===== config.mk =====
export PLATFORM = sky130hd
export DESIGN_NAME = eco32f_lsu_sb_flat
export DESIGN_NICKNAME = d
export VERILOG_FILES = /design/src/rtl/eco32f_lsu_pkg.sv /design/src/rtl/eco32f_lsu_sb_if.sv /design/src/rtl/eco32f_store_buffer.sv /design/src/rtl/eco32f_lsu_sb.sv /design/src/flat_wrapper.sv
export SDC_FILE = /design/constraint.sdc
export NUM_CORES = 1
export LEC_CHECK = 0
export ABC_AREA = 0
export BUFFER_PORTS_ARGS = -buffer_cell sky130_fd_sc_hd__buf_2
export CORE_MARGIN = 5
export CORE_UTILIZATION = 50
export CTS_CLUSTER_SIZE = 24
export DETAILED_ROUTE_END_ITERATION = 6
export GPL_ROUTABILITY_DRIVEN = 0
export MAX_ROUTING_LAYER = met4
export PLACE_DENSITY = 0.76
export SLEW_MARGIN = 20
export SYNTH_ARGS = -nofsm -noshare
export SYNTH_HDL_FRONTEND = slang
export SYNTH_SLANG_ARGS = --single-unit

===== constraint.sdc =====
create_clock -name clk -period 3.8 [get_ports clk]
set_clock_uncertainty 0.2 [all_clocks]
set_input_delay 0.19 -clock clk [delete_from_list [all_inputs] [get_ports clk]]
set_output_delay 0.19 -clock clk [all_outputs]
set_load 0.03 [all_outputs]

===== src/rtl/eco32f_lsu_pkg.sv =====
// Shared types, encodings and helpers for the eco32f data-side load/store unit.
// Lanes are big-endian: byte offset 0 lives in bits [31:24].
package eco32f_lsu_pkg;

  typedef enum logic [2:0] {
    IDLE,
    WRITE,
    REFILL,
    UNC_READ,
    RD_DONE
  } lsu_state_e;

  localparam logic [1:0] LEN_BYTE = 2'b00;
  localparam logic [1:0] LEN_HALF = 2'b01;
  localparam logic [1:0] LEN_WORD = 2'b10;

  localparam logic [2:0] CTI_INCR = 3'b010;
  localparam logic [2:0] CTI_END  = 3'b111;

  // One posted store: word address, lane-replicated data and byte enables.
  typedef struct packed {
    logic [29:0] addr;
    logic [31:0] data;
    logic [3:0]  sel;
  } sb_entry_t;

  function automatic logic [3:0] bsel(input logic [1:0] len, input logic [1:0] a);
    logic [3:0] s;
    case (len)
      LEN_BYTE: s = 4'b1000 >> a;
      LEN_HALF: s = a[1] ? 4'b0011 : 4'b1100;
      default:  s = 4'b1111;
    endcase
    return s;
  endfunction

  function automatic logic [1:0] bte_for(input int unsigned line_words);
    logic [1:0] b;
    case (line_words)
      4:       b = 2'b01;
      8:       b = 2'b10;
      16:      b = 2'b11;
      default: b = 2'b00;
    endcase
    return b;
  endfunction

  function automatic logic [31:0] replicate(input logic [1:0] len, input logic [31:0] d);
    logic [31:0] r;
    case (len)
      LEN_BYTE: r = {4{d[7:0]}};
      LEN_HALF: r = {2{d[15:0]}};
      default:  r = d;
    endcase
    return r;
  endfunction

endpackage


===== src/rtl/eco32f_lsu_sb_if.sv =====
// Wishbone data-master bus of the load/store unit.
interface eco32f_lsu_sb_if;
  logic [31:0] dwbm_adr_o;
  logic [31:0] dwbm_dat_o;
  logic [3:0]  dwbm_sel_o;
  logic        dwbm_we_o;
  logic        dwbm_stb_o;
  logic        dwbm_cyc_o;
  logic [2:0]  dwbm_cti_o;
  logic [1:0]  dwbm_bte_o;
  logic [31:0] dwbm_dat_i;
  logic        dwbm_ack_i;
  logic        dwbm_err_i;

  modport master (
    output dwbm_adr_o, dwbm_dat_o, dwbm_sel_o, dwbm_we_o,
           dwbm_stb_o, dwbm_cyc_o, dwbm_cti_o, dwbm_bte_o,
    input  dwbm_dat_i, dwbm_ack_i, dwbm_err_i
  );

  modport slave (
    input  dwbm_adr_o, dwbm_dat_o, dwbm_sel_o, dwbm_we_o,
           dwbm_stb_o, dwbm_cyc_o, dwbm_cti_o, dwbm_bte_o,
    output dwbm_dat_i, dwbm_ack_i, dwbm_err_i
  );
endinterface


===== src/rtl/eco32f_store_buffer.sv =====
// Synchronous FIFO of posted stores; head is the oldest entry.
// Push is ignored when full and pop when empty.
module eco32f_store_buffer
  import eco32f_lsu_pkg::*;
#(
  parameter int DEPTH = 4
) (
  input  logic      clk,
  input  logic      rst,
  input  logic      push,
  input  sb_entry_t push_entry,
  input  logic      pop,
  output sb_entry_t head,
  output logic      full,
  output logic      empty
);

  localparam int PW = $clog2(DEPTH);

  sb_entry_t      mem [DEPTH];
  logic [PW:0]    wr_ptr;
  logic [PW:0]    rd_ptr;

  assign empty = (wr_ptr == rd_ptr);
  assign full  = (wr_ptr[PW] != rd_ptr[PW]) && (wr_ptr[PW-1:0] == rd_ptr[PW-1:0]);
  assign head  = mem[rd_ptr[PW-1:0]];

  // Pointers carry one extra wrap bit so full and empty are distinguishable.
  always_ff @(posedge clk) begin
    if (rst) begin
      wr_ptr <= '0;
      rd_ptr <= '0;
    end else begin
      if (push && !full)  wr_ptr <= wr_ptr + 1'b1;
      if (pop  && !empty) rd_ptr <= rd_ptr + 1'b1;
    end
  end

  always_ff @(posedge clk) begin
    if (push && !full) mem[wr_ptr[PW-1:0]] <= push_entry;
  end

endmodule


===== src/rtl/eco32f_lsu_sb.sv =====
// eco32f memory-stage load/store unit: write-through store buffer, line refill,
// uncached window and bus-error reporting over a Wishbone master port.
module eco32f_lsu_sb
  import eco32f_lsu_pkg::*;
#(
  parameter int          LINE_WORDS = 8,
  parameter int          SB_DEPTH   = 4,
  parameter logic [31:0] UNC_MASK   = 32'hf000_0000,
  parameter logic [31:0] UNC_MATCH  = 32'hf000_0000
) (
  input  logic        clk,
  input  logic        rst,
  input  logic        mem_valid,
  input  logic        mem_load,
  input  logic        mem_store,
  input  logic [1:0]  mem_len,
  input  logic        mem_sext,
  input  logic [31:0] mem_pa,
  input  logic [31:0] mem_wdata,
  input  logic        mem_exc,
  input  logic        mem_flush,
  output logic        lsu_stall,
  output logic [31:0] lsu_result,
  output logic        lsu_rd_err,
  output logic        lsu_wr_err,
  input  logic        dc_miss,
  input  logic [31:0] dc_rd_data,
  output logic [31:0] dc_wr_addr,
  output logic [31:0] dc_wr_data,
  output logic        dc_wr_en,
  output logic [3:0]  dc_wr_sel,
  output logic        dc_inval,
  eco32f_lsu_sb_if.master dwbm
);

  localparam int OFS_W = $clog2(LINE_WORDS);

  lsu_state_e          state_q, state_d;
  logic [29-OFS_W:0]   line_q;
  logic [OFS_W-1:0]    beat_q;
  logic [29:0]         unc_addr_q;
  logic [3:0]          unc_sel_q;
  logic [31:0]         rd_word_q;
  logic                rd_err_q;
  logic                wr_err_q;

  logic       live, uncached, rd_done, last_beat;
  logic       sb_push, sb_pop, sb_full, sb_empty;
  sb_entry_t  sb_in, sb_head;
  logic       start_refill, start_unc, beat_inc, rd_latch;
  logic       rd_err_set, wr_err_set, refill_wr, refill_inval, store_hit_wr;

  logic [31:0] wb_adr, wb_dat;
  logic [3:0]  wb_sel;
  logic        wb_we, wb_stb, wb_cyc;
  logic [2:0]  wb_cti;
  logic [1:0]  wb_bte;

  logic [31:0] ld_word;
  logic [7:0]  ld_byte;
  logic [15:0] ld_half;

  assign live      = mem_valid & ~mem_exc & ~mem_flush;
  assign uncached  = ((mem_pa & UNC_MASK) == UNC_MATCH);
  // rd_err_q doubles as a one-cycle stall release after a failed read.
  assign rd_done   = (state_q == RD_DONE) | rd_err_q;
  assign last_beat = (beat_q == OFS_W'(LINE_WORDS - 1));

  assign lsu_stall = live & ((mem_store & sb_full) |
                             (mem_load & (dc_miss | uncached) & ~rd_done));
  assign lsu_rd_err = rd_err_q;
  assign lsu_wr_err = wr_err_q;

  assign sb_push      = live & mem_store & ~sb_full;
  assign sb_in.addr   = mem_pa[31:2];
  assign sb_in.data   = replicate(mem_len, mem_wdata);
  assign sb_in.sel    = bsel(mem_len, mem_pa[1:0]);
  assign store_hit_wr = sb_push & ~dc_miss & ~uncached;

  eco32f_store_buffer #(.DEPTH(SB_DEPTH)) u_sb (
    .clk        (clk),
    .rst        (rst),
    .push       (sb_push),
    .push_entry (sb_in),
    .pop        (sb_pop),
    .head       (sb_head),
    .full       (sb_full),
    .empty      (sb_empty)
  );

  always_ff @(posedge clk) begin
    if (rst) begin
      state_q  <= IDLE;
      rd_err_q <= 1'b0;
      wr_err_q <= 1'b0;
      beat_q   <= '0;
    end else begin
      state_q  <= state_d;
      rd_err_q <= rd_err_set;
      wr_err_q <= wr_err_set;
      if (start_refill) beat_q <= '0;
      else if (beat_inc) beat_q <= beat_q + 1'b1;
    end
  end

  always_ff @(posedge clk) begin
    if (start_refill) line_q <= mem_pa[31:OFS_W+2];
    if (start_unc) begin
      unc_addr_q <= mem_pa[31:2];
      unc_sel_q  <= bsel(mem_len, mem_pa[1:0]);
    end
    if (rd_latch) rd_word_q <= dwbm.dwbm_dat_i;
  end

  // Buffered stores always drain before any read is started, so reads see memory in program order.
  always_comb begin
    state_d      = state_q;
    sb_pop       = 1'b0;
    start_refill = 1'b0;
    start_unc    = 1'b0;
    beat_inc     = 1'b0;
    rd_latch     = 1'b0;
    rd_err_set   = 1'b0;
    wr_err_set   = 1'b0;
    refill_wr    = 1'b0;
    refill_inval = 1'b0;
    wb_adr       = '0;
    wb_dat       = '0;
    wb_sel       = '0;
    wb_we        = 1'b0;
    wb_stb       = 1'b0;
    wb_cyc       = 1'b0;
    wb_cti       = 3'b000;
    wb_bte       = 2'b00;
    case (state_q)
      IDLE: begin
        if (!sb_empty) begin
          state_d = WRITE;
        end else if (live && mem_load && uncached && !rd_err_q) begin
          state_d   = UNC_READ;
          start_unc = 1'b1;
        end else if (live && mem_load && dc_miss && !rd_err_q) begin
          state_d      = REFILL;
          start_refill = 1'b1;
        end
      end
      WRITE: begin
        wb_cyc = 1'b1;
        wb_stb = 1'b1;
        wb_we  = 1'b1;
        wb_adr = {sb_head.addr, 2'b00};
        wb_dat = sb_head.data;
        wb_sel = sb_head.sel;
        wb_cti = CTI_END;
        if (dwbm.dwbm_ack_i) begin
          sb_pop  = 1'b1;
          state_d = IDLE;
        end else if (dwbm.dwbm_err_i) begin
          sb_pop     = 1'b1;
          wr_err_set = 1'b1;
          state_d    = IDLE;
        end
      end
      REFILL: begin
        wb_cyc = 1'b1;
        wb_stb = 1'b1;
        wb_adr = {line_q, beat_q, 2'b00};
        wb_sel = 4'b1111;
        wb_cti = last_beat ? CTI_END : CTI_INCR;
        wb_bte = bte_for(LINE_WORDS);
        if (dwbm.dwbm_ack_i) begin
          refill_wr = 1'b1;
          beat_inc  = 1'b1;
          if (last_beat) state_d = IDLE;
        end else if (dwbm.dwbm_err_i) begin
          refill_inval = 1'b1;
          rd_err_set   = 1'b1;
          state_d      = IDLE;
        end
      end
      UNC_READ: begin
        wb_cyc = 1'b1;
        wb_stb = 1'b1;
        wb_adr = {unc_addr_q, 2'b00};
        wb_sel = unc_sel_q;
        wb_cti = CTI_END;
        if (dwbm.dwbm_ack_i) begin
          rd_latch = 1'b1;
          state_d  = RD_DONE;
        end else if (dwbm.dwbm_err_i) begin
          rd_err_set = 1'b1;
          state_d    = IDLE;
        end
      end
      RD_DONE: state_d = IDLE;
      default: state_d = IDLE;
    endcase
  end

  assign dwbm.dwbm_adr_o = wb_adr;
  assign dwbm.dwbm_dat_o = wb_dat;
  assign dwbm.dwbm_sel_o = wb_sel;
  assign dwbm.dwbm_we_o  = wb_we;
  assign dwbm.dwbm_stb_o = wb_stb;
  assign dwbm.dwbm_cyc_o = wb_cyc;
  assign dwbm.dwbm_cti_o = wb_cti;
  assign dwbm.dwbm_bte_o = wb_bte;

  // A refill beat owns the cache write port; a store hit only reaches it otherwise.
  always_comb begin
    dc_wr_en   = 1'b0;
    dc_inval   = 1'b0;
    dc_wr_addr = '0;
    dc_wr_data = '0;
    dc_wr_sel  = '0;
    if (refill_wr) begin
      dc_wr_en   = 1'b1;
      dc_wr_addr = {line_q, beat_q, 2'b00};
      dc_wr_data = dwbm.dwbm_dat_i;
      dc_wr_sel  = 4'b1111;
    end else if (refill_inval) begin
      dc_inval   = 1'b1;
      dc_wr_addr = {line_q, {OFS_W{1'b0}}, 2'b00};
    end else if (store_hit_wr) begin
      dc_wr_en   = 1'b1;
      dc_wr_addr = {mem_pa[31:2], 2'b00};
      dc_wr_data = sb_in.data;
      dc_wr_sel  = sb_in.sel;
    end
  end

  always_comb begin
    ld_word = (state_q == RD_DONE) ? rd_word_q : dc_rd_data;
    case (mem_pa[1:0])
      2'd0:    ld_byte = ld_word[31:24];
      2'd1:    ld_byte = ld_word[23:16];
      2'd2:    ld_byte = ld_word[15:8];
      default: ld_byte = ld_word[7:0];
    endcase
    ld_half = mem_pa[1] ? ld_word[15:0] : ld_word[31:16];
    case (mem_len)
      LEN_BYTE: lsu_result = {{24{mem_sext & ld_byte[7]}}, ld_byte};
      LEN_HALF: lsu_result = {{16{mem_sext & ld_half[15]}}, ld_half};
      default:  lsu_result = ld_word;
    endcase
  end

endmodule


===== src/flat_wrapper.sv =====
// flat-port wrapper written by rule: the top's interface ports become plain ports
module eco32f_lsu_sb_flat import eco32f_lsu_pkg::*;
#(
  parameter int          LINE_WORDS = 8,
  parameter int          SB_DEPTH   = 4,
  parameter logic [31:0] UNC_MASK   = 32'hf000_0000,
  parameter logic [31:0] UNC_MATCH  = 32'hf000_0000
)
  (clk, rst, mem_valid, mem_load, mem_store, mem_len, mem_sext, mem_pa, mem_wdata, mem_exc, mem_flush, lsu_stall, lsu_result, lsu_rd_err, lsu_wr_err, dc_miss, dc_rd_data, dc_wr_addr, dc_wr_data, dc_wr_en, dc_wr_sel, dc_inval, dwbm_dwbm_adr_o, dwbm_dwbm_dat_o, dwbm_dwbm_sel_o, dwbm_dwbm_we_o, dwbm_dwbm_stb_o, dwbm_dwbm_cyc_o, dwbm_dwbm_cti_o, dwbm_dwbm_bte_o, dwbm_dwbm_dat_i, dwbm_dwbm_ack_i, dwbm_dwbm_err_i);
  eco32f_lsu_sb_if dwbm_i ();
  input  logic clk;
  input  logic rst;
  input  logic mem_valid;
  input  logic mem_load;
  input  logic mem_store;
  input  logic [1:0] mem_len;
  input  logic mem_sext;
  input  logic [31:0] mem_pa;
  input  logic [31:0] mem_wdata;
  input  logic mem_exc;
  input  logic mem_flush;
  output logic lsu_stall;
  output logic [31:0] lsu_result;
  output logic lsu_rd_err;
  output logic lsu_wr_err;
  input  logic dc_miss;
  input  logic [31:0] dc_rd_data;
  output logic [31:0] dc_wr_addr;
  output logic [31:0] dc_wr_data;
  output logic dc_wr_en;
  output logic [3:0] dc_wr_sel;
  output logic dc_inval;
  output wire logic [$bits(dwbm_i.dwbm_adr_o)-1:0] dwbm_dwbm_adr_o;
  output wire logic [$bits(dwbm_i.dwbm_dat_o)-1:0] dwbm_dwbm_dat_o;
  output wire logic [$bits(dwbm_i.dwbm_sel_o)-1:0] dwbm_dwbm_sel_o;
  output wire logic [$bits(dwbm_i.dwbm_we_o)-1:0] dwbm_dwbm_we_o;
  output wire logic [$bits(dwbm_i.dwbm_stb_o)-1:0] dwbm_dwbm_stb_o;
  output wire logic [$bits(dwbm_i.dwbm_cyc_o)-1:0] dwbm_dwbm_cyc_o;
  output wire logic [$bits(dwbm_i.dwbm_cti_o)-1:0] dwbm_dwbm_cti_o;
  output wire logic [$bits(dwbm_i.dwbm_bte_o)-1:0] dwbm_dwbm_bte_o;
  input wire logic [$bits(dwbm_i.dwbm_dat_i)-1:0] dwbm_dwbm_dat_i;
  input wire logic [$bits(dwbm_i.dwbm_ack_i)-1:0] dwbm_dwbm_ack_i;
  input wire logic [$bits(dwbm_i.dwbm_err_i)-1:0] dwbm_dwbm_err_i;
  assign dwbm_dwbm_adr_o = dwbm_i.dwbm_adr_o;
  assign dwbm_dwbm_dat_o = dwbm_i.dwbm_dat_o;
  assign dwbm_dwbm_sel_o = dwbm_i.dwbm_sel_o;
  assign dwbm_dwbm_we_o = dwbm_i.dwbm_we_o;
  assign dwbm_dwbm_stb_o = dwbm_i.dwbm_stb_o;
  assign dwbm_dwbm_cyc_o = dwbm_i.dwbm_cyc_o;
  assign dwbm_dwbm_cti_o = dwbm_i.dwbm_cti_o;
  assign dwbm_dwbm_bte_o = dwbm_i.dwbm_bte_o;
  assign dwbm_i.dwbm_dat_i = dwbm_dwbm_dat_i;
  assign dwbm_i.dwbm_ack_i = dwbm_dwbm_ack_i;
  assign dwbm_i.dwbm_err_i = dwbm_dwbm_err_i;
  eco32f_lsu_sb #(.LINE_WORDS(LINE_WORDS), .SB_DEPTH(SB_DEPTH), .UNC_MASK(UNC_MASK), .UNC_MATCH(UNC_MATCH)) u_core (.clk(clk), .rst(rst), .mem_valid(mem_valid), .mem_load(mem_load), .mem_store(mem_store), .mem_len(mem_len), .mem_sext(mem_sext), .mem_pa(mem_pa), .mem_wdata(mem_wdata), .mem_exc(mem_exc), .mem_flush(mem_flush), .lsu_stall(lsu_stall), .lsu_result(lsu_result), .lsu_rd_err(lsu_rd_err), .lsu_wr_err(lsu_wr_err), .dc_miss(dc_miss), .dc_rd_data(dc_rd_data), .dc_wr_addr(dc_wr_addr), .dc_wr_data(dc_wr_data), .dc_wr_en(dc_wr_en), .dc_wr_sel(dc_wr_sel), .dc_inval(dc_inval), .dwbm(dwbm_i));
endmodule

==> impl_metrics.yaml, run 1 <==
status:
  status: "finished, final reports clean"
yosys:
  synth_edf_count: 357
  avgSynthCellArea_um2: 16.8
  synthCells: 977
  synth_cell_types: 57
  yosysWarnings: 0
  yosys_most_used_dff: "edfxtp_1"
  synth_area_um2: 16400
  synthArstFlopShare_pct: 0
  synth_seq_cells: 373
  ys_seq_area_share_pct: 67.2
routing:
  top_layer: "met4"
  viasPerCell: 5.96
  final_antenna_net_count: 0
  wl_met3_um: 4610
  routed-wl-met2_um: 24400
  wl_met1_um: 17200
  route.detailed.drc: 0
  via_count: 11100
  wl_per_cell_um: 26.1
  drt_wl_total_um: 48400
  drt_iter0_drc: 965
  dr.pass1.iters: 5
timing:
  rsz0062_at_grt: "no"
  min_period_ns: 3.46
  drv_slew: 0
  fmax_mhz: 289
  final-hold-violation-count: 0
  setup_viol_count_final: 0
  fin_hold_ws_ns: 0.0342
  worst_slew_pin_slew_ns: 1.05
  timing.slew.headroom_pct: 29.6
  setup_tns_ns: 0
  fin_crit_sh_pct: 91.0
clock_network:
  cts_tree: "done"
  cts_buffers: 38
  clockRootBuffer: "clkbuf_16"
  path_clk_slew_ns: 0.06
  clockBufferDepth: 3
  clock_latency_ns: 0.51
  htree_num_levels: 2
  clock_sinks: 373
placement:
  dpl.cell_count: 1688
  dp_hpwl_um: 30300
  io_buffers: 316
  dpl-instance-area_um2: 18400
power_and_ir_drop:
  p_per_area_nw_per_um2: 438
  peakVddDrop_mv: 0.281
  power_leakage_nw: 7.57
  finalPower_mw: 9.04
final_layout:
  design_area_um2: 20600
  area_growth_pct: 25.7
  stdcell_count: 1855
  drive_above_1_share_pct: 40.7
  seq_area_um2: 11100
  multiInputGateArea_um2: 4990
  n_fill_cell: 2281
  layout.nets: 1531
setup_path:
  startpoint_type: "flop"
  worstPathMaxFanout: 13
  required_ns: 3.41
  end_kind: "output pin"
  crit_type: "flop to output pin"
  cp.arrival_ns: 3.07
floorplan:
  die_w_um: 191
  die-area_um2: 36600
  start_util_pct: 50.6
  core_area_um2: 32500
  rows: 66
  die_height_um: 191
  pin_count: 322
grt:
  antenna_found_initial: 2
  grt_overflow: 0
  grt_usage_pct: 26.1
  grt_pass1_vias: 11600
  grt_max_degree: 63
  grt_pass1_wl_um: 69700
flow_run:
  cap_violations: 0
hold_path:
  holdCritPathClass: "input port to flop"
Yosys cell counts (20+ instances only):
| library cell | n | area share, % |
|---|---|---|
| a22o_2 | 27 | 1.6 |
| mux2i_1 | 29 | 1.8 |
| nand2_1 | 47 | 1.1 |
| mux4_2 | 76 | 10 |
| nor2b_1 | 34 | 1.3 |
| nor2_1 | 57 | 1.3 |
| o21ai_0 | 20 | 0.61 |
| clkbuf_1 | 36 | 0.82 |
| a22o_1 | 35 | 1.9 |
| edfxtp_1 | 357 | 65 |
| a22oi_1 | 32 | 1.5 |
| mux2_2 | 46 | 3.2 |
critical path, stage by stage, from the launching register on:
cell	delay, ns
dfxtp_2	0.33
nor3b_4	0.35
buf_4	0.31
mux4_2	0.26
o21ai_0	0.13
o21ai_0	0.57
o21bai_1	0.32
buf_2	0.28
state kept, by name (all words and copies together) (netlist names), named ones only:
name	flops
u_core.u_sb.mem	264
u_core.rd_word_q	32
u_core.unc_addr_q	30
u_core.line_q	27
u_core.unc_sel_q	4
u_core.beat_q	3
u_core.state_q	3
u_core.u_sb.rd_ptr	3
u_core.u_sb.wr_ptr	3
u_core.lsu_rd_err	1
u_core.lsu_wr_err	1
cell families (layout without fill, tap and decap cells):
kind of cell    after synthesis  in the layout  share of synthesized area [%]
other cells                   1              6                         0.0228
simple gates                179            182                           5.48
mux                         151            151                           15.3
flops                       373            373                           67.2
compound gates              171            171                           8.07
xor+xnor                      9              9                          0.480
buf+inv                      86            514                           2.83
fa+ha+maj                     7              7                          0.533
metal layers:
metal  vias up  track usage [%]
met3       121             4.67
met4         0             9.36
met2       700             44.6
li1       4727                -
met5         -                -
met1      5513             31.5
cell type report:
| cell class | instances | share of cell area (%) |
|---|---|---|
| timing repair buffer | 435 | 13.5 |
| sequential | 373 | 53.5 |
| inverter | 10 | 0.182 |
| tap | 442 | 2.68 |
| multi-input combinational | 525 | 24.2 |
| antenna | 1 | 0.0121 |
| clock buffer | 51 | 5.30 |
| clock inverter | 18 | 0.648 |
stage by stage:
stage	utilization (%)	worst slack, ns
finish	63.6	0.343
global route	63.6	0.208
CTS	63.4	0.220
detailed placement	56.8	0.725
global placement	56.8	0.827
floorplan	-	0.0227
path summary, 6_finish.rpt:
kind,start,end,slack (ns),depth (start not counted)
max,u_core.state_q[0],lsu_result[23],0.34,7
min,mem_wdata[26],u_core.u_sb.mem[0][30],0.03,4
max reg2reg,u_core.state_q[0],flop,0.99,6
min reg2reg,u_core.beat_q[1],u_core.beat_q[1],0.34,2
where the power goes:
| part | internal, mW | leakage (nW) | switching (mW) | total, mW |
|---|---|---|---|---|
| Combinational | 0.310 | 3.62 | 0.540 | 0.850 |
| Clock | 2.15 | 0.607 | 1.49 | 3.65 |
| Sequential | 4.53 | 3.35 | 0.00904 | 4.54 |
repair_timing:
item / in CTS / in global routing
hold buffers: 93 / 0
buffers inserted: 0 / 1
endpoints found under the setup margin: 0 / 56
hold endpoints to repair: 321 / 0
resized for setup: 0 / 3
cell usage in the layout, fill, tap and decap left out, types with 29 or more instances in the layout:
| master | netlist | layout |
|---|---|---|
| edfxtp_1 | 357 | 357 |
| buf_2 | 15 | 316 |
| dlygate4sd3_1 | 0 | 93 |
| mux4_2 | 76 | 76 |
| nor2_1 | 57 | 57 |
| nand2_1 | 47 | 47 |
| mux2_2 | 46 | 46 |
| clkbuf_16 | 0 | 41 |
| a22o_1 | 35 | 35 |
| nor2b_1 | 34 | 33 |
| a22oi_1 | 32 | 32 |
| mux2i_1 | 29 | 29 |
No activity file was read; power rests on OpenSTA's default activity.
==> inputs of run 2 (changes only) <==
--- a/config.mk
+++ b/config.mk
@@ -14,6 +14,7 @@
 export GPL_ROUTABILITY_DRIVEN = 0
 export MAX_ROUTING_LAYER = met4
 export PLACE_DENSITY = 0.76
+export RECOVER_POWER = 100
 export SLEW_MARGIN = 20
 export SYNTH_ARGS = -nofsm -noshare
 export SYNTH_HDL_FRONTEND = slang
==> impl_metrics.yaml, run 2 (same netlist as run 1, synthesis figures left out) <==
status:
  status: "finished with violations"
  violations: "max-capacitance violations, max-slew violations"
clock_network:
  clockRootBuffer: "clkbuf_16"
  clockBufferDepth: 3
  cts_tree: "done"
  clock_sinks: 373
  htree_num_levels: 2
  path_clk_slew_ns: 0.06
  cts_buffers: 38
  clock_latency_ns: 0.51
timing:
  setup_viol_count_final: 0
  worst_slew_pin_slew_ns: 1.79
  fin_crit_sh_pct: 95.9
  final-hold-violation-count: 0
  fmax_mhz: 274
  min_period_ns: 3.64
  setup_tns_ns: 0
  drv_slew: 58
  rsz0062_at_grt: "no"
  timing.slew.headroom_pct: -19.0
setup_path:
  worstPathMaxFanout: 24
  startpoint: "mem_len[1]"
  required_ns: 3.41
  end_kind: "output pin"
  crit_top_cell: "clkbuf_1"
  startpoint_type: "input port"
  crit_chain: "clkbuf_1 > clkbuf_1 > o21ai_0 > a22o_1 > clkbuf_2"
  critPathBufInv: 3
  rrSetupSlack_ns: 0.32
  cp.arrival_ns: 3.25
  crit_type: "input port to output pin"
  cp_slowest_cell: "clkbuf_1"
  cp_top_family: "buffers and inverters"
  reg2reg_from: "u_core.u_sb.wr_ptr[0]"
  slowest_delay_ns: 0.89
placement:
  dpl-instance-area_um2: 18400
  dpl.cell_count: 1688
  dp_hpwl_um: 30300
  io_buffers: 316
grt:
  grt_max_degree: 63
  grt_pass1_wl_um: 69700
  grt_pass1_vias: 11600
  grt_usage_pct: 26.1
  antenna_found_initial: 2
  grt_overflow: 0
final_layout:
  stdcell_count: 1856
  layout.nets: 1531
  final_common_cell: "edfxtp_1"
  area_growth_pct: 23.8
  drive_above_1_share_pct: 26.6
  design_area_um2: 20300
  final_cell_mix: "edfxtp_1 (357), clkbuf_1 (188), buf_2 (105), dlygate4sd3_1 (93), mux4_2 (76)"
  largest_reg_flops: 264
  postLayoutCoreUtil_pct: 62.6
routing:
  wl_per_cell_um: 26.2
  final_antenna_net_count: 0
  drt_iter0_drc: 984
  dr.pass1.iters: 5
  drt_wl_total_um: 48600
  via_count: 11200
  viasPerCell: 6.02
  route.detailed.drc: 0
floorplan:
  core_area_um2: 32500
  pin_count: 322
  rows: 66
  die-area_um2: 36600
  die_w_um: 191
  start_util_pct: 50.6
  die_height_um: 191
power_and_ir_drop:
  power_leakage_nw: 6.87
  p_per_area_nw_per_um2: 444
  peakVddDrop_mv: 0.282
hold_path:
  hold_path.startpoint: "mem_load"
  holdCritPathClass: "input port to flop"
flow_run:
  cap_violations: 2
## run 2: worst register-to-register path, cell delays in order, from the launching register on
cell and delay (ns):
dfxtp_1 0.45, xnor2_1 0.20, a311oi_4 0.50, and2_1 1.39, buf_12 0.38
## run 2: power breakdown
group | internal [mW] | total, mW | switching [mW]
registers | 4.53 | 4.54 | 0.00905
logic | 0.279 | 0.821 | 0.542
clock network | 2.15 | 3.65 | 1.50
total | 6.97 | 9.02 | 2.05
## run 2: layout make-up
class                           instances  area, um^2
Multi-Input combinational cell        525        4960
Clock buffer                           51        1090
Tap cell                              442         553
Inverter                               10        37.5
Antenna cell                            2        5.00
Sequential cell                       373       11000
Fill cell                            2419       12100
Timing Repair Buffer                  435        2490
Clock inverter                         18         134
## run 2: worst paths after layout
| check | end | cells past startpoint |
|---|---|---|
| worst min register to register | u_core.beat_q[1] | 2 |
| worst max-delay path | dc_wr_data[29] | 5 |
| worst max register to register | u_core.u_sb.mem[2][46] | 4 |
| worst min-delay path | u_core.state_q[1] | 4 |
## run 2: routing by layer
metal / vias to the layer above / part of all wire [%] / routed length (um) / GRT usage, %
li1: 4731 / - / - / -
met1: 5632 / 36 / 17500 / 31.5
met2: 664 / 50 / 24500 / 44.6
met3: 146 / 8.7 / 4240 / 4.67
met4: 0 / 4.8 / 2350 / 9.36
met5: - / 0 / 0 / -
## run 2: what timing repair did
| action | CTS | global route |
|---|---|---|
| setup endpoints to repair | 0 | 56 |
| buffers inserted | 0 | 1 |
| resized for setup | 0 | 3 |
| hold endpoints to repair | 321 | 0 |
| hold buffers | 93 | 0 |
## run 2: stage by stage
step / hold slack, ns / power, mW / setup WS (ns)
3_5_place_dp: 0.184 / 5.39 / 0.725
3_3_place_gp: 0.184 / 5.37 / 0.827
4_1_cts: 0.00589 / 9.07 / 0.220
5_1_grt: 0.0848 / 9.29 / 0.104
6_report: 0.0572 / 9.02 / 0.156
2_1_floorplan: 0.0889 / 5.07 / 0.0227
==> inputs of run 3 (changes only) <==
--- a/config.mk
+++ b/config.mk
@@ -5,7 +5,7 @@
 export SDC_FILE = /design/constraint.sdc
 export NUM_CORES = 1
 export LEC_CHECK = 0
-export ABC_AREA = 0
+export ABC_AREA = 1
 export BUFFER_PORTS_ARGS = -buffer_cell sky130_fd_sc_hd__buf_2
 export CORE_MARGIN = 5
 export CORE_UTILIZATION = 50
==> impl_metrics.yaml, run 3 <==
power_and_ir_drop:
  peakVddDrop_mv: 0.252
  p_comb_share_pct: 11.8
  p_seq_share_pct: 49.5
  clkPwrFrac_pct: 38.8
  p_per_area_nw_per_um2: 451
  p_switching_mw: 2.31
  cell_internal_pwr_mw: 6.90
  power_leakage_nw: 7.81
  finalPower_mw: 9.21
  switching_share_pct: 25.1
clock_network:
  cts_tree: "done"
  clock_sinks: 373
  clockBufferDepth: 3
  post_cts_buffers: 0
  path_clk_slew_ns: 0.06
  cts_buffers: 38
  clockRootBuffer: "clkbuf_16"
  htree_num_levels: 2
  clock_latency_ns: 0.52
  cts_resized: 0
grt:
  grt_pass1_vias: 13800
  grt_overflow: 0
  grt_usage_pct: 26.8
  grt_pass1_wl_um: 75200
  antenna_found_initial: 0
  grt_max_degree: 73
yosys:
  yosysWarnings: 0
  synth_top_cell_area_share_pct: 64.1
  synth_edf_count: 357
  avgSynthCellArea_um2: 10.2
  yosys_most_used_dff: "edfxtp_1"
  synth_seq_cells: 373
  synth_top_cell_by_area: "edfxtp_1"
  yosysMostFrequentCell: "edfxtp_1"
  synthArstFlopShare_pct: 0
  ys_seq_area_share_pct: 66.0
  synth_cell_types: 35
  synthCells: 1641
  synth_area_um2: 16700
  synth_common_cells: "edfxtp_1 (357), nand2_1 (317), nor2_1 (278)"
  synth_area_leaders: "edfxtp_1 (64%), nand2_1 (7.1%), nor2_1 (6.2%)"
final_layout:
  layout.nets: 2163
  largest_reg_flops: 264
  stdcell_count: 2490
  final_cell_mix: "edfxtp_1 (357), nand2_1 (318), nor2_1 (277), clkbuf_1 (231), o21ai_0 (177)"
  area_growth_pct: 22.1
  drive_above_1_share_pct: 9.11
  final_common_cell: "edfxtp_1"
  design_area_um2: 20400
  antenna_cells: 0
setup_path:
  startpoint: "mem_len[1]"
  startpoint_type: "input port"
  rrSetupSlack_ns: 0.49
  cp.arrival_ns: 3.22
  required_ns: 3.41
  end_kind: "output pin"
  r2r_end: "u_core.u_sb.mem[0][43]"
  reg2reg_from: "u_core.u_sb.wr_ptr[0]"
  r2r.worst_path.cells: 5
  worstPathMaxFanout: 31
  crit_type: "input port to output pin"
routing:
  drt_iter0_drc: 1489
  drt_wl_total_um: 50000
  via_count: 14200
  route.detailed.drc: 17
  dr.pass1.iters: 7
  final_antenna_net_count: 0
  viasPerCell: 5.72
  wl_per_cell_um: 20.1
timing:
  final-hold-violation-count: 0
  fmax_mhz: 277
  fin_hold_ws_ns: 0.0306
  worst_slew_pin_slew_ns: 2.06
  drv_slew: 125
  setup_viol_count_final: 0
  min_period_ns: 3.61
  fin_crit_sh_pct: 95.0
  timing.slew.headroom_pct: -37.6
  rsz0062_at_grt: "no"
status:
  violations: "design-rule violations, max-capacitance violations, max-slew violations"
  status: "finished with violations"
placement:
  io_buffers: 316
  dp_hpwl_um: 31800
  dpl-instance-area_um2: 18700
  dpl.cell_count: 2334
hold_path:
  holdCritPathClass: "input port to flop"
  hold_path.startpoint: "mem_wdata[31]"
  whs_path_depth: 3
  hold_path_end: "u_core.u_sb.mem[1][35]"
floorplan:
  rows: 67
  pin_count: 322
  die_height_um: 193
  start_util_pct: 50.2
  die-area_um2: 37200
  die_w_um: 193
  core_area_um2: 33300
flow_run:
  cap_violations: 3
[run 3: worst max-delay path, cell delays in order]
cell	delay, ns
buf_2	0.30
nor2_1	0.18
clkbuf_1	0.42
clkinv_1	0.39
o21ai_0	0.37
nand3_1	0.73
nand3_1	0.30
clkbuf_1	0.33
[run 3: repair_timing]
item | 4_1_cts | 5_1_grt
hold endpoints to repair | 313 | 0
endpoints found under the setup margin | 0 | 0
hold buffers | 89 | 0
[run 3: worst max-delay path by stage]
stage	to	cells after the start
after floorplan	u_core.u_sb.mem[0][0]	4
after global placement	lsu_result[3]	11
after detailed placement	lsu_result[11]	8
after CTS	lsu_result[11]	8
after global routing	dwbm_dwbm_adr_o[2]	6
final	lsu_result[30]	8
[run 3: layout make-up]
class | instances | area (um^2)
inverters | 88 | 332
flip-flops and latches | 373 | 11000
fillers | 2746 | 12900
repair buffers | 432 | 2370
multi-input cells | 1082 | 4930
clock buffers | 45 | 998
well taps | 448 | 561
clock inverters | 22 | 179
[run 3: cell families after synthesis]
kind of cell	Yosys count	synth area share, %
AND/OR/NAND/NOR	768	18.8
flip-flops	373	66.0
AO/OA/AOI/OAI	296	9.67
buffers and inverters	190	4.64
adder cells (fa/ha/maj)	7	0.524
XOR/XNOR	6	0.314
other	1	0.0224
[run 3: routing by layer]
layer | vias up | part of all wire (%) | routed length, um | track usage, %
li1 | 6415 | - | - | -
met3 | 171 | 9.3 | 4650 | 4.49
met1 | 6771 | 39 | 19600 | 35.2
met5 | - | 0 | 0 | -
met4 | 0 | 4.4 | 2200 | 11.8
met2 | 878 | 47 | 23600 | 41.3
[run 3: power groups by stage]
stage	logic, mW	clock network [mW]	registers (mW)
finish	1.09	3.57	4.56
global route	1.16	3.79	4.56
CTS	1.11	3.60	4.56
detailed placement	1.04	0	4.64
global placement	1.02	0	4.64
floorplan	0.636	0	4.64
[run 3: stage by stage]
step | setup TNS, ns | utilization (%) | setup slack [ns]
after floorplan | -127.63 | - | -0.483
after global placement | 0 | 56.3 | 1.01
after detailed placement | 0 | 56.3 | 0.842
after CTS | 0 | 62.5 | 0.414
after global routing | 0 | 61.3 | 0.0508
final | 0 | 61.3 | 0.191
